**src/rtl/load_store_unit_if.sv**
```systemverilog
// Interface bundle for load_store_unit.
// Groups the CPU request/response handshake and the synchronous RAM port.
//   slave  : load_store_unit side (takes requests, drives RAM and responses)
//   master : CPU/RAM side (drives requests and ram_val)
// Signals:
//   req_valid/req_ready, req_write, req_size, req_unsigned, req_addr, req_wdata
//   resp_valid, resp_rdata, resp_error
//   ram_write_enable, ram_addr, ram_set_val, ram_val
interface load_store_unit_if;
  logic        req_valid;
  logic        req_ready;
  logic        req_write;
  logic [1:0]  req_size;
  logic        req_unsigned;
  logic [31:0] req_addr;
  logic [31:0] req_wdata;
  logic        resp_valid;
  logic [31:0] resp_rdata;
  logic        resp_error;
  logic        ram_write_enable;
  logic [31:0] ram_addr;
  logic [31:0] ram_set_val;
  logic [31:0] ram_val;

  modport slave (
    input  req_valid, req_write, req_size, req_unsigned, req_addr, req_wdata, ram_val,
    output req_ready, resp_valid, resp_rdata, resp_error,
           ram_write_enable, ram_addr, ram_set_val
  );

  modport master (
    output req_valid, req_write, req_size, req_unsigned, req_addr, req_wdata, ram_val,
    input  req_ready, resp_valid, resp_rdata, resp_error,
           ram_write_enable, ram_addr, ram_set_val
  );
endinterface

```
**src/rtl/load_store_unit.sv**
```systemverilog
// Load/store unit between a CPU request port and a word-wide synchronous RAM
// (read data valid one cycle after the address). Handles byte/half/word loads
// with sign/zero extension, word stores in one write, sub-word stores by
// read-modify-write, and flags misaligned or reserved-size requests.
// Ports:
//   clk   : rising-edge clock
//   reset : synchronous active-high reset
//   bus   : load_store_unit_if.slave (request, response and RAM signals)
module load_store_unit (
  input  logic              clk,
  input  logic              reset,
  load_store_unit_if.slave  bus
);

  localparam logic [2:0] IDLE     = 3'd0;
  localparam logic [2:0] LD_WAIT  = 3'd1;
  localparam logic [2:0] ST_MERGE = 3'd2;
  localparam logic [2:0] ST_WRITE = 3'd3;
  localparam logic [2:0] RESP     = 3'd4;

  localparam logic [1:0] SZ_BYTE = 2'd0;
  localparam logic [1:0] SZ_HALF = 2'd1;
  localparam logic [1:0] SZ_WORD = 2'd2;

  logic [2:0]  r_state;
  logic        r_write;
  logic        r_unsigned;
  logic [1:0]  r_size;
  logic [31:0] r_addr;
  logic [31:0] r_wdata;
  logic [31:0] r_merge;
  logic [31:0] r_rdata;
  logic        r_error;

  logic        w_accept;
  logic        w_misalign;
  logic        w_word_store;
  logic [7:0]  w_byte;
  logic [15:0] w_half;
  logic [31:0] w_load_data;
  logic [31:0] w_merged;

  always_comb begin
    w_misalign = 1'b0;
    case (bus.req_size)
      SZ_BYTE: w_misalign = 1'b0;
      SZ_HALF: w_misalign = bus.req_addr[0];
      SZ_WORD: w_misalign = |bus.req_addr[1:0];
      default: w_misalign = 1'b1;
    endcase
  end

  assign w_accept     = bus.req_valid && (r_state == IDLE) && !reset;
  // Word stores write straight through in the accept cycle.
  assign w_word_store = w_accept && bus.req_write && (bus.req_size == SZ_WORD) && !w_misalign;

  // Lane extraction for loads, from the captured address/size.
  always_comb begin
    w_byte      = bus.ram_val[{r_addr[1:0], 3'b000} +: 8];
    w_half      = r_addr[1] ? bus.ram_val[31:16] : bus.ram_val[15:0];
    w_load_data = bus.ram_val;
    case (r_size)
      SZ_BYTE: w_load_data = {{24{~r_unsigned & w_byte[7]}}, w_byte};
      SZ_HALF: w_load_data = {{16{~r_unsigned & w_half[15]}}, w_half};
      default: w_load_data = bus.ram_val;
    endcase
  end

  // Replace the addressed lane of the old word with the store data.
  always_comb begin
    w_merged = bus.ram_val;
    if (r_size == SZ_BYTE) begin
      w_merged[{r_addr[1:0], 3'b000} +: 8] = r_wdata[7:0];
    end else if (r_addr[1]) begin
      w_merged[31:16] = r_wdata[15:0];
    end else begin
      w_merged[15:0] = r_wdata[15:0];
    end
  end

  always_ff @(posedge clk) begin
    if (reset) begin
      r_state    <= IDLE;
      r_write    <= 1'b0;
      r_unsigned <= 1'b0;
      r_size     <= '0;
      r_addr     <= '0;
      r_wdata    <= '0;
      r_merge    <= '0;
      r_rdata    <= '0;
      r_error    <= 1'b0;
    end else begin
      case (r_state)
        IDLE: begin
          if (w_accept) begin
            r_write    <= bus.req_write;
            r_unsigned <= bus.req_unsigned;
            r_size     <= bus.req_size;
            r_addr     <= bus.req_addr;
            r_wdata    <= bus.req_wdata;
            r_error    <= w_misalign;
            r_rdata    <= '0;
            if (w_misalign || w_word_store) begin
              r_state <= RESP;
            end else if (bus.req_write) begin
              r_state <= ST_MERGE;
            end else begin
              r_state <= LD_WAIT;
            end
          end
        end
        LD_WAIT: begin
          r_rdata <= w_load_data;
          r_state <= RESP;
        end
        ST_MERGE: begin
          r_merge <= w_merged;
          r_state <= ST_WRITE;
        end
        ST_WRITE: r_state <= RESP;
        RESP:     r_state <= IDLE;
        default:  r_state <= IDLE;
      endcase
    end
  end

  // Outputs are gated by reset so a reset in any state (including ST_WRITE)
  // takes effect in the same cycle.
  always_comb begin
    bus.req_ready        = (r_state == IDLE) && !reset;
    bus.resp_valid       = (r_state == RESP) && !reset;
    bus.resp_error       = bus.resp_valid && r_error;
    bus.resp_rdata       = bus.resp_valid ? r_rdata : '0;
    bus.ram_addr         = (r_state == IDLE) ? {bus.req_addr[31:2], 2'b00}
                                             : {r_addr[31:2], 2'b00};
    bus.ram_write_enable = w_word_store || ((r_state == ST_WRITE) && !reset);
    bus.ram_set_val      = w_word_store ? bus.req_wdata
                         : ((r_state == ST_WRITE) ? r_merge : '0);
  end

endmodule

```
**src/flat_wrapper.sv**
```systemverilog
// flat-port wrapper written by rule: the top's interface ports become plain ports
module load_store_unit_flat 
  (clk, reset, bus_req_valid, bus_req_write, bus_req_size, bus_req_unsigned, bus_req_addr, bus_req_wdata, bus_ram_val, bus_req_ready, bus_resp_valid, bus_resp_rdata, bus_resp_error, bus_ram_write_enable, bus_ram_addr, bus_ram_set_val);
  load_store_unit_if bus_i ();
  input  logic clk;
  input  logic reset;
  input wire logic [$bits(bus_i.req_valid)-1:0] bus_req_valid;
  input wire logic [$bits(bus_i.req_write)-1:0] bus_req_write;
  input wire logic [$bits(bus_i.req_size)-1:0] bus_req_size;
  input wire logic [$bits(bus_i.req_unsigned)-1:0] bus_req_unsigned;
  input wire logic [$bits(bus_i.req_addr)-1:0] bus_req_addr;
  input wire logic [$bits(bus_i.req_wdata)-1:0] bus_req_wdata;
  input wire logic [$bits(bus_i.ram_val)-1:0] bus_ram_val;
  output wire logic [$bits(bus_i.req_ready)-1:0] bus_req_ready;
  output wire logic [$bits(bus_i.resp_valid)-1:0] bus_resp_valid;
  output wire logic [$bits(bus_i.resp_rdata)-1:0] bus_resp_rdata;
  output wire logic [$bits(bus_i.resp_error)-1:0] bus_resp_error;
  output wire logic [$bits(bus_i.ram_write_enable)-1:0] bus_ram_write_enable;
  output wire logic [$bits(bus_i.ram_addr)-1:0] bus_ram_addr;
  output wire logic [$bits(bus_i.ram_set_val)-1:0] bus_ram_set_val;
  assign bus_i.req_valid = bus_req_valid;
  assign bus_i.req_write = bus_req_write;
  assign bus_i.req_size = bus_req_size;
  assign bus_i.req_unsigned = bus_req_unsigned;
  assign bus_i.req_addr = bus_req_addr;
  assign bus_i.req_wdata = bus_req_wdata;
  assign bus_i.ram_val = bus_ram_val;
  assign bus_req_ready = bus_i.req_ready;
  assign bus_resp_valid = bus_i.resp_valid;
  assign bus_resp_rdata = bus_i.resp_rdata;
  assign bus_resp_error = bus_i.resp_error;
  assign bus_ram_write_enable = bus_i.ram_write_enable;
  assign bus_ram_addr = bus_i.ram_addr;
  assign bus_ram_set_val = bus_i.ram_set_val;
  load_store_unit u_core (.clk(clk), .reset(reset), .bus(bus_i));
endmodule
```
**config.mk**
```make
export PLATFORM = sky130hd
export DESIGN_NAME = load_store_unit_flat
export DESIGN_NICKNAME = d
export VERILOG_FILES = /design/src/rtl/load_store_unit_if.sv /design/src/rtl/load_store_unit.sv /design/src/flat_wrapper.sv
export SDC_FILE = /design/constraint.sdc
export NUM_CORES = 1
export LEC_CHECK = 0
export CAP_MARGIN = 25
export CORE_UTILIZATION = 25
export CTS_BUF_LIST = sky130_fd_sc_hd__clkbuf_16
export DETAILED_ROUTE_END_ITERATION = 12
export HOLD_SLACK_MARGIN = 0.12
export SLEW_MARGIN = 25
export SYNTH_ARGS = -nofsm -noshare
export SYNTH_HDL_FRONTEND = slang
export SYNTH_SLANG_ARGS = --single-unit
```
**constraint.sdc**
```tcl
create_clock -name clk -period 2.5 [get_ports clk]
set_input_delay 0.25 -clock clk [delete_from_list [all_inputs] [get_ports clk]]
set_output_delay 0.25 -clock clk [all_outputs]
set_load 0.05 [all_outputs]
```
# After elaboration in Yosys (flattened, before gate mapping)
# Index checks and enable logic that the tools add are counted.
dict set report totals {
  mem_count 0
  wordCells 61
  mem_bits_rw 0
  latch_bits 0
  regBits 119
  rom_bits 0
  inputBits 103
}
dict set report op_classes {
  n_div 0
  n_bitwise 3
  shift 3
  magnitude_cmp 0
  reduce_logical 21
  eq_ne 8
  mux 17
  n_addsub 1
  mul 0
}
# op count
set op_table {}
lappend op_table {{$mux W32} 6}
lappend op_table {{$pmux W32 S2} 2}
lappend op_table {{$mux W16} 3}
lappend op_table {{$bwmux W32} 1}
lappend op_table {{$shift A8 B7 Y32 const A} 1}
lappend op_table {{$shiftx A32 B6 Y8} 1}
lappend op_table {{$shiftx A8 B7 Y32} 1}
lappend op_table {{$logic_and A1 B1 Y1} 9}
lappend op_table {{$pmux W3 S3} 1}
lappend op_table {{$neg A5 Y7} 1}
lappend op_table {{$eq A3 B2 Y1 const B} 2}
lappend op_table {{$mux W3} 2}
lappend op_table {{$eq A2 B1 Y1 const B} 2}
lappend op_table {{$logic_not A2 Y1} 2}
lappend op_table {{$reduce_and A2 Y1} 2}
lappend op_table {{$reduce_or A2 Y1} 2}
lappend op_table {{$eq A3 B1 Y1 const B} 1}
lappend op_table {{$eq A3 B3 Y1 const B} 1}
lappend op_table {{$logic_not A3 Y1} 1}
lappend op_table {{$pmux W1 S3} 1}
lappend op_table {{$and A1 B1 Y1} 2}
lappend op_table {{$eq A2 B2 Y1 const B} 1}
lappend op_table {{$logic_not A1 Y1} 2}
lappend op_table {{$logic_or A1 B1 Y1} 2}
lappend op_table {{4 further kinds} 4}

# Longest topological paths before layout
# Gate-level depths: netlist of run 1.
dict set report logic_depth {
  ltp_word 10
  ltp_mapped 8
}

# Least setup slack after synthesis of run 1
# OpenSTA, ideal clock, no wires.
dict set report synth_timing {
  kind {reg2out}
  startpoint {reg u_core.r_state[2]}
  endpoint {out bus_ram_set_val[22]}
  path_stages_with_launch 7
  arrival_time_ps 2691
  slack_ps -441
  required_time_ps 2250
  path_cell_list {dfxtp_1 > buf_2 > nor4_2 > nand4_1 > nor2_2 > buf_2 > a22o_1}
}
dict set report synth_between {
  elab_chain_len 7
  word_cells_on_any_way 9
  classes_between {eq/ne (1); mux (2); reduce/logical (6)}
}
# element line_no
set synth_rtl {}
lappend synth_rtl {{start: declaration} load_store_unit.sv:25} ;# logic [2:0] r_state;
lappend synth_rtl {{start signal: assignment} load_store_unit.sv:83} ;# r_state <= IDLE;
lappend synth_rtl {{start signal: assignment} load_store_unit.sv:104} ;# r_state <= RESP;
lappend synth_rtl {{start signal: assignment} load_store_unit.sv:106} ;# r_state <= ST_MERGE;
lappend synth_rtl {{$logic_not A3 Y1} load_store_unit.sv:53} ;# assign w_accept = bus.req_valid && (r_state == IDLE) && !reset;
lappend synth_rtl {{$logic_and A1 B1 Y1 (2 in a row)} load_store_unit.sv:53}
lappend synth_rtl {{$logic_and A1 B1 Y1 (3 in a row)} load_store_unit.sv:55} ;# assign w_word_store = w_accept && bus.req_write && (bus.req_size == SZ_WORD) && !w_misalign;
lappend synth_rtl {{$mux W32 *} load_store_unit.sv:137} ;# bus.ram_set_val = w_word_store ? bus.req_wdata
lappend synth_rtl {{end: declaration} flat_wrapper.sv:20} ;# output wire logic [$bits(bus_i.ram_set_val)-1:0] bus_ram_set_val;
# Every way passes the cells marked *; elsewhere a longest branch is shown, timed or not.

# Worst setup path after layout of run 1
dict set report layout_timing {
  startpoint {reg u_core.r_state[0]}
  endpoint {out bus_ram_set_val[31]}
}
# Same word-level chain as after synthesis.

==> results of run 1 <==
-- worst max-delay path, delay by kind of cell, from the launching register on --
family	cells	cell delay, ns
flip-flops	1	0.39
AND/OR/NAND/NOR	3	0.74
AO/OA/AOI/OAI	1	0.21
buffers and inverters	2	0.35
-- cell families (layout without fill, tap and decap cells) --
logic type / after synthesis / after routing
adder cells (fa/ha/maj): 5 / 5
buffers and inverters: 81 / 268
other: 1 / 4
AND/OR/NAND/NOR: 272 / 272
flip-flops: 119 / 119
multiplexers: 57 / 57
AO/OA/AOI/OAI: 191 / 191
-- power groups by stage --
stage	logic [uW]	clock network [uW]	registers (uW)
2_1_floorplan	817	0	2090
3_3_place_gp	1260	0	2140
3_5_place_dp	1270	0	2150
4_1_cts	1280	2620	2110
5_1_grt	1360	2710	2120
6_report	1280	2570	2110
-- what timing repair did --
item | in CTS | in global routing
pin swaps | 1 | 2
setup endpoints to repair | 29 | 9
buffers inserted | 1 | 0
resized for setup | 1 | 2
hold buffers | 0 | 0
-- metrics by stage --
stage | power (uW) | instances | cell area (um2)
2_1_floorplan | 2911 | 727 | 6207
3_3_place_gp | 3405 | 1205 | 9175
3_5_place_dp | 3416 | 1205 | 9175
4_1_cts | 6002 | 1238 | 9797
5_1_grt | 6196 | 1239 | 9802
6_report | 5956 | 1240 | 9804
-- area by class of cell --
| type | count | area share |
|---|---|---|
| multi-input combinational | 527 | 0.3573 |
| clock inverter | 15 | 0.01876 |
| antenna | 2 | 0.0005105 |
| inverter | 15 | 0.005743 |
| sequential | 119 | 0.2432 |
| timing repair buffer | 221 | 0.2897 |
| tap | 324 | 0.04135 |
| clock buffer | 17 | 0.04339 |
-- flip-flops by register name, summed over array words and instances, names as in the netlist --
signal	cells
u_core.r_unsigned	1
u_core.r_merge	32
u_core.r_addr	32
u_core.r_error	1
u_core.r_wdata	16
u_core.r_rdata	32
u_core.r_state	3
u_core.r_size	2
-- layer usage --
metal | part of all wire | routed length, um | GRT usage | up-vias
li1 | - | - | - | 2985
met1 | 0.46 | 10290 | 0.2297 | 2914
met2 | 0.46 | 10320 | 0.2789 | 228
met3 | 0.071 | 1607 | 0.05236 | 21
met4 | 0.014 | 316 | 0.05507 | 0
met5 | 0 | 0 | 0 | -
-- cell usage in the layout, fill, tap and decap left out, drive strengths merged, types with 2 or more instances in the layout --
cell	count
nand2	129
dfxtp	119
buf	119
clkdlybuf4s50	102
a22o	56
nand3	49
mux2	38
a21oi	37
and2	35
a221oi	34
o21ai	32
nor2	22
mux2i	19
clkbuf	17
a211o	16
nand2b	16
inv	16
a222oi	7
clkinv	6
ha	5
bufinv	4
clkinvlp	4
nor3	4
diode	2
nor3b	2
nand4	2
a21o	2
nor2b	2
o31ai	2
conb	2
or3	2
-- worst max-delay path by stage --
stage,start,end,slack (ns),cells after the start
final,u_core.r_state[0],bus_ram_set_val[31],0.15,6
after detailed placement,reset,u_core.r_rdata[16],0.22,6
after global routing,u_core.r_state[0],bus_ram_set_val[31],0.02,6
after CTS,u_core.r_state[0],bus_ram_set_val[31],0.06,6
after global placement,reset,u_core.r_rdata[22],0.26,6
after floorplan,u_core.r_state[1],bus_ram_set_val[22],-0.03,6
==> flow_summary_export.csv, run 1 <==
group,metric,value,unit
min_path,worstHoldStart,"bus_req_unsigned",
synth,synth_common_cells,"129 x nand2_1, 119 x dfxtp_1, 56 x a22o_1",
place,gp_congestion,0.8643,
place,pre_cts_slack,0.2210,ns
clocking,htreeDepth,4,
setup_path,critPathMaxStageDelay,0.39,ns
synth,synth_most_common_cell,"nand2_1",
timing,post-route-period-util,0.9412,
synth,synth-adder-area-share,0.01016,
synth,yosysWarnings,0,
grt,grt_pass1_wl,34480,um
drt,wl_per_cell,18.17,um
layout,utilization,0.4043,
timing,tightestPinTransition,0.8102,ns
floorplan,die_x,159.0,um
min_path,hold-path-cell-count,3,
job,max-cap-violations,0,
synth,synthCells,726,
drt,drc,0,
timing,period_needed,2.353,ns
min_path,hp-class,"in -> reg",
setup_path,r2r_end,"u_core.r_merge[24]",
synth,synth-edff-count,0,
setup_path,crit_required,2.25,ns
drt,dr_total_vias,6148,
floorplan,initial_core_util,0.2540,
layout,seq_area,2385,um2
floorplan,fp.coreArea,24250,um2
power,p_per_area,607.5,nW/um2
power,combPwrFrac,0.214,
power,peakVddDrop,0.4127,mV
setup_path,crit_type,"reg -> out",
synth,ys_async_sr_fraction,0,
power,swShare,0.2967,
layout,syn2layout_area_growth,59.17,%
timing,rsz0062_at_grt,"false",
setup_path,worstPathArrival,2.10,ns
clocking,ctsRootBufferMaster,"clkbuf_16",
clocking,path_clk_slew,0.06,ns
setup_path,reg2reg_from,"u_core.r_addr[0]",
synth,syn_area_per_cell,8.484,um2
power,internal_power,4189,uW
layout,multiInputGateArea,3503,um2
drt,firstDrtPassIters,9,
synth,synth_top_area_cell,"dfxtp_1",
layout,nets,1009,
setup_path,rr_worst_depth,7,
status,status,"finished clean",
synth,yosys_most_used_dff,"dfxtp_1",
grt,gr-total-overflow,0,
synth,synth_compound_area_frac,0.2348,
synth,synthTopCellsByArea,"dfxtp_1 39%, a22o_1 8.0%, nand2_1 7.9%",
grt,grt_pass1_vias,5858,
power,pwr-share-clk,0.431,
synth,ys_seq_area_frac,0.3868,
floorplan,rows,57,
setup_path,critPathSlowestCell,"dfxtp_2",
drt,wl,22530,um
timing,timing.hold.ws,0.3751,ns
timing,final.setup.tns,0,ns
timing,clock.fmax,0.4250,GHz
drt,viasPerCell,4.958,
clocking,clkLatencyLatePin,0.41,ns
setup_path,cp_common_cell,"buf_12",
timing,layout_setup_ws,0.1469,ns
clocking,numCtsBuffers,17,
timing,skew,0.005148,ns
synth,synth_seq_cells,119,
layout,drive_gt1_frac,0.2538,
floorplan,die_y,159.0,um
synth,syn-cell-area,6160,um2
power,power_switching,1767,uW
synth,synth_mux_area_frac,0.1003,
grt,track_usage,0.1762,
synth,synth_top_area_share,0.3868,
setup_path,cp_cell_sequence,"nor4_4 > nand4_1 > nor2_4 > buf_12 > a22o_1 > buf_12",
grt,antenna_found_initial,1,
setup_path,cp-end-kind,"primary output",
clocking,clock-sinks,119,
timing,max_slew_margin,0.4557,
floorplan,design.portCount,203,
setup_path,worst_setup_path_start_kind,"flop",
place,portBuffers,200,
synth,synth-simple-area-share,0.2111,
timing,slew_viol_final,0,
synth,yosys.cell_types.count,50,
synth,synth_top_family_by_area,"compound AO/OA/AOI/OAI gates",
place,dp_hpwl,16600,um
drt,drt_iter0_markers,444,
layout,n_fill_cell,2382,
power,pwr-share-seq,0.354,
timing,finalHoldViolations,0,
timing,setup_viol,0,
setup_path,rrSetupSlack,0.42,ns
setup_path,cp_max_fo,29,
min_path,hold_end,"u_core.r_unsigned",
floorplan,fp.dieArea,25270,um2
grt,grt_max_degree,35,
synth,synthXorXnorAreaFrac,0,
power,leakage,0.003909,uW
clocking,clock_path_buffers,2,
drt,antenna_left,0,
clocking,cts_tree,"built",
No activity file was read; power rests on OpenSTA's default activity.
==> run 2, diff against run 1 <==
--- a/config.mk
+++ b/config.mk
@@ -6,6 +6,7 @@
 export NUM_CORES = 1
 export LEC_CHECK = 0
 export CAP_MARGIN = 25
+export CORE_MARGIN = 1
 export CORE_UTILIZATION = 25
 export CTS_BUF_LIST = sky130_fd_sc_hd__clkbuf_16
 export DETAILED_ROUTE_END_ITERATION = 12
==> results of run 2 <==
Final layout, timing and power as in run 1 (identical DEF).
==> run 3, diff against run 2 <==
--- a/config.mk
+++ b/config.mk
@@ -6,6 +6,7 @@
 export NUM_CORES = 1
 export LEC_CHECK = 0
 export CAP_MARGIN = 25
+export CORE_ASPECT_RATIO = 1.2
 export CORE_MARGIN = 1
 export CORE_UTILIZATION = 25
 export CTS_BUF_LIST = sky130_fd_sc_hd__clkbuf_16
==> run 3 against run 2 <==
  * Hold slack worse by 0.0030 ns
  * Final area grew 0.24%
  * Via count rose by 0.78%
  * Clock power increased by 2%
  * Final cell count unchanged
  * Flip-flop and latch count did not move
  * Global-route usage up 0.17 points
  * Total power rose by 0.97%
  * Register-to-register slack worse by 0.15 ns
  * Critical path depth unchanged
  * Non-clock buffer count is 6 higher
==> flow_summary_export.csv, run 3 (synthesized netlist as in run 1, its figures left out) <==
group,metric,value,unit
setup_path,crit_required,2.25,ns
layout,reg_top3,"u_core.r_addr (32), u_core.r_merge (32), u_core.r_rdata (32)",
grt,track_usage,0.1779,
drt,drt_iter0_markers,421,
clocking,clock-sinks,119,
timing,finalHoldViolations,0,
clocking,htreeDepth,4,
setup_path,cp-end-kind,"primary output",
drt,antenna_left,0,
clocking,clock_path_buffers,2,
timing,max_slew_margin,0.3875,
floorplan,fp.dieArea,25270,um2
timing,final.setup.tns,0,ns
layout,finish.instance_area,9828,um2
power,power_switching,1801,uW
layout,syn2layout_area_growth,59.56,%
power,pwr-share-seq,0.349,
clocking,cts_hold_buf,0,
floorplan,die_x,145.3,um
layout,n_fill_cell,2361,
clocking,numCtsBuffers,17,
layout,multiInputGateArea,3503,um2
place,pre_cts_slack,0.1643,ns
floorplan,design.portCount,203,
layout,drive_gt1_frac,0.2609,
floorplan,die_y,174.0,um
power,swShare,0.2994,
drt,wl_per_cell,18.22,um
timing,layout_setup_ws,0.1270,ns
floorplan,initial_core_util,0.2561,
place,gp_congestion,0.8682,
drt,wl,22600,um
place,place_area,9190,um2
setup_path,worstPathArrival,2.12,ns
grt,gr-total-overflow,0,
floorplan,rows,62,
setup_path,crit_type,"reg -> out",
timing,post-route-period-util,0.9492,
timing,period_needed,2.373,ns
setup_path,worst_setup_path_start_kind,"flop",
drt,dr_total_vias,6196,
layout,final_common_cell,"nand2_1",
timing,rsz0062_at_grt,"false",
layout,nets,1015,
grt,antenna_found_initial,0,
place,portBuffers,200,
grt,grt_pass1_wl,34630,um
layout,utilization,0.4087,
power,combPwrFrac,0.215,
timing,setup_viol,0,
timing,slew_viol_final,0,
layout,final_cell_mix,"128 x nand2_1, 118 x dfxtp_1, 102 x clkdlybuf4s50_1, 72 x buf_12, 53 x buf_4",
timing,clock.fmax,0.4214,GHz
layout,seq_area,2384,um2
place,dp_hpwl,16830,um
timing,skew,0.008087,ns
grt,grt_max_degree,37,
power,pwr-share-clk,0.435,
power,peakVddDrop,0.4528,mV
clocking,ctsRootBufferMaster,"clkbuf_16",
timing,timing.hold.ws,0.3722,ns
layout,antennaDiodeCount,0,
power,p_per_area,611.9,nW/um2
power,internal_power,4213,uW
clocking,cts_tree,"built",
clocking,path_clk_slew,0.06,ns
grt,grt_pass1_vias,6025,
power,leakage,0.003947,uW
min_path,hp-class,"in -> reg",
drt,viasPerCell,4.997,
status,status,"finished clean",
floorplan,fp.coreArea,24050,um2
timing,tightestPinTransition,0.9183,ns
clocking,clkLatencyLatePin,0.42,ns
job,max-cap-violations,0,
setup_path,cp_max_fo,30,
setup_path,rrSetupSlack,0.27,ns
drt,firstDrtPassIters,8,
drt,drc,0,
## run 3: cell types whose count changed in the layout (fill, tap and decap cells not counted), sizes merged
cell,before,now
inv,16,18
clkinv,6,7
buf,119,125
diode,2,0
clkinvlp,4,1
## run 3: power groups by stage
stage	sequential, uW	combinational [uW]	clock (uW)
floorplan	2090	817	0
global placement	2140	1280	0
detailed placement	2140	1290	0
CTS	2100	1290	2660
global route	2110	1380	2740
finish	2100	1290	2620
## run 3: per-layer routing
layer,track usage,share of wire,vias up
li1,-,-,2986
met1,0.2214,0.42,2937
met2,0.2989,0.49,239
met3,0.03675,0.066,34
met4,0.07193,0.022,0
met5,0,0,-
## run 3: worst paths after layout
path                        end         startpoint  cells past startpoint
max          bus_ram_set_val[1]  u_core.r_state[1]                      6
min           u_core.r_unsigned   bus_req_unsigned                      3
max reg2reg  u_core.r_merge[26]   u_core.r_addr[1]                      7
min reg2reg      u_core.r_error     u_core.r_error                      2
## run 3: critical path, stage by stage (launching register included)
cell	delay, ns
dfxtp_1	0.43
nor4_4	0.30
nand4_1	0.21
nor2_4	0.20
buf_12	0.20
a22o_1	0.21
buf_12	0.15
## run 3: area by class of cell
type,instances,share of cell area
Clock buffer,17,0.04328
Tap cell,320,0.04074
Inverter,15,0.005729
Multi-Input combinational cell,527,0.3565
Timing Repair Buffer,227,0.2910
Sequential cell,119,0.2425
Clock inverter,15,0.02024
## run 3: per-stage QoR
stage,total power (uW),cells
3_5_place_dp,3428,1207
2_1_floorplan,2911,727
4_1_cts,6052,1239
3_3_place_gp,3416,1207
6_report,6014,1240
5_1_grt,6234,1240
## run 3: timing repair
item                                    CTS  global route
buffers inserted                          0             1
resized for setup                         0             2
endpoints found under the setup margin    0            30
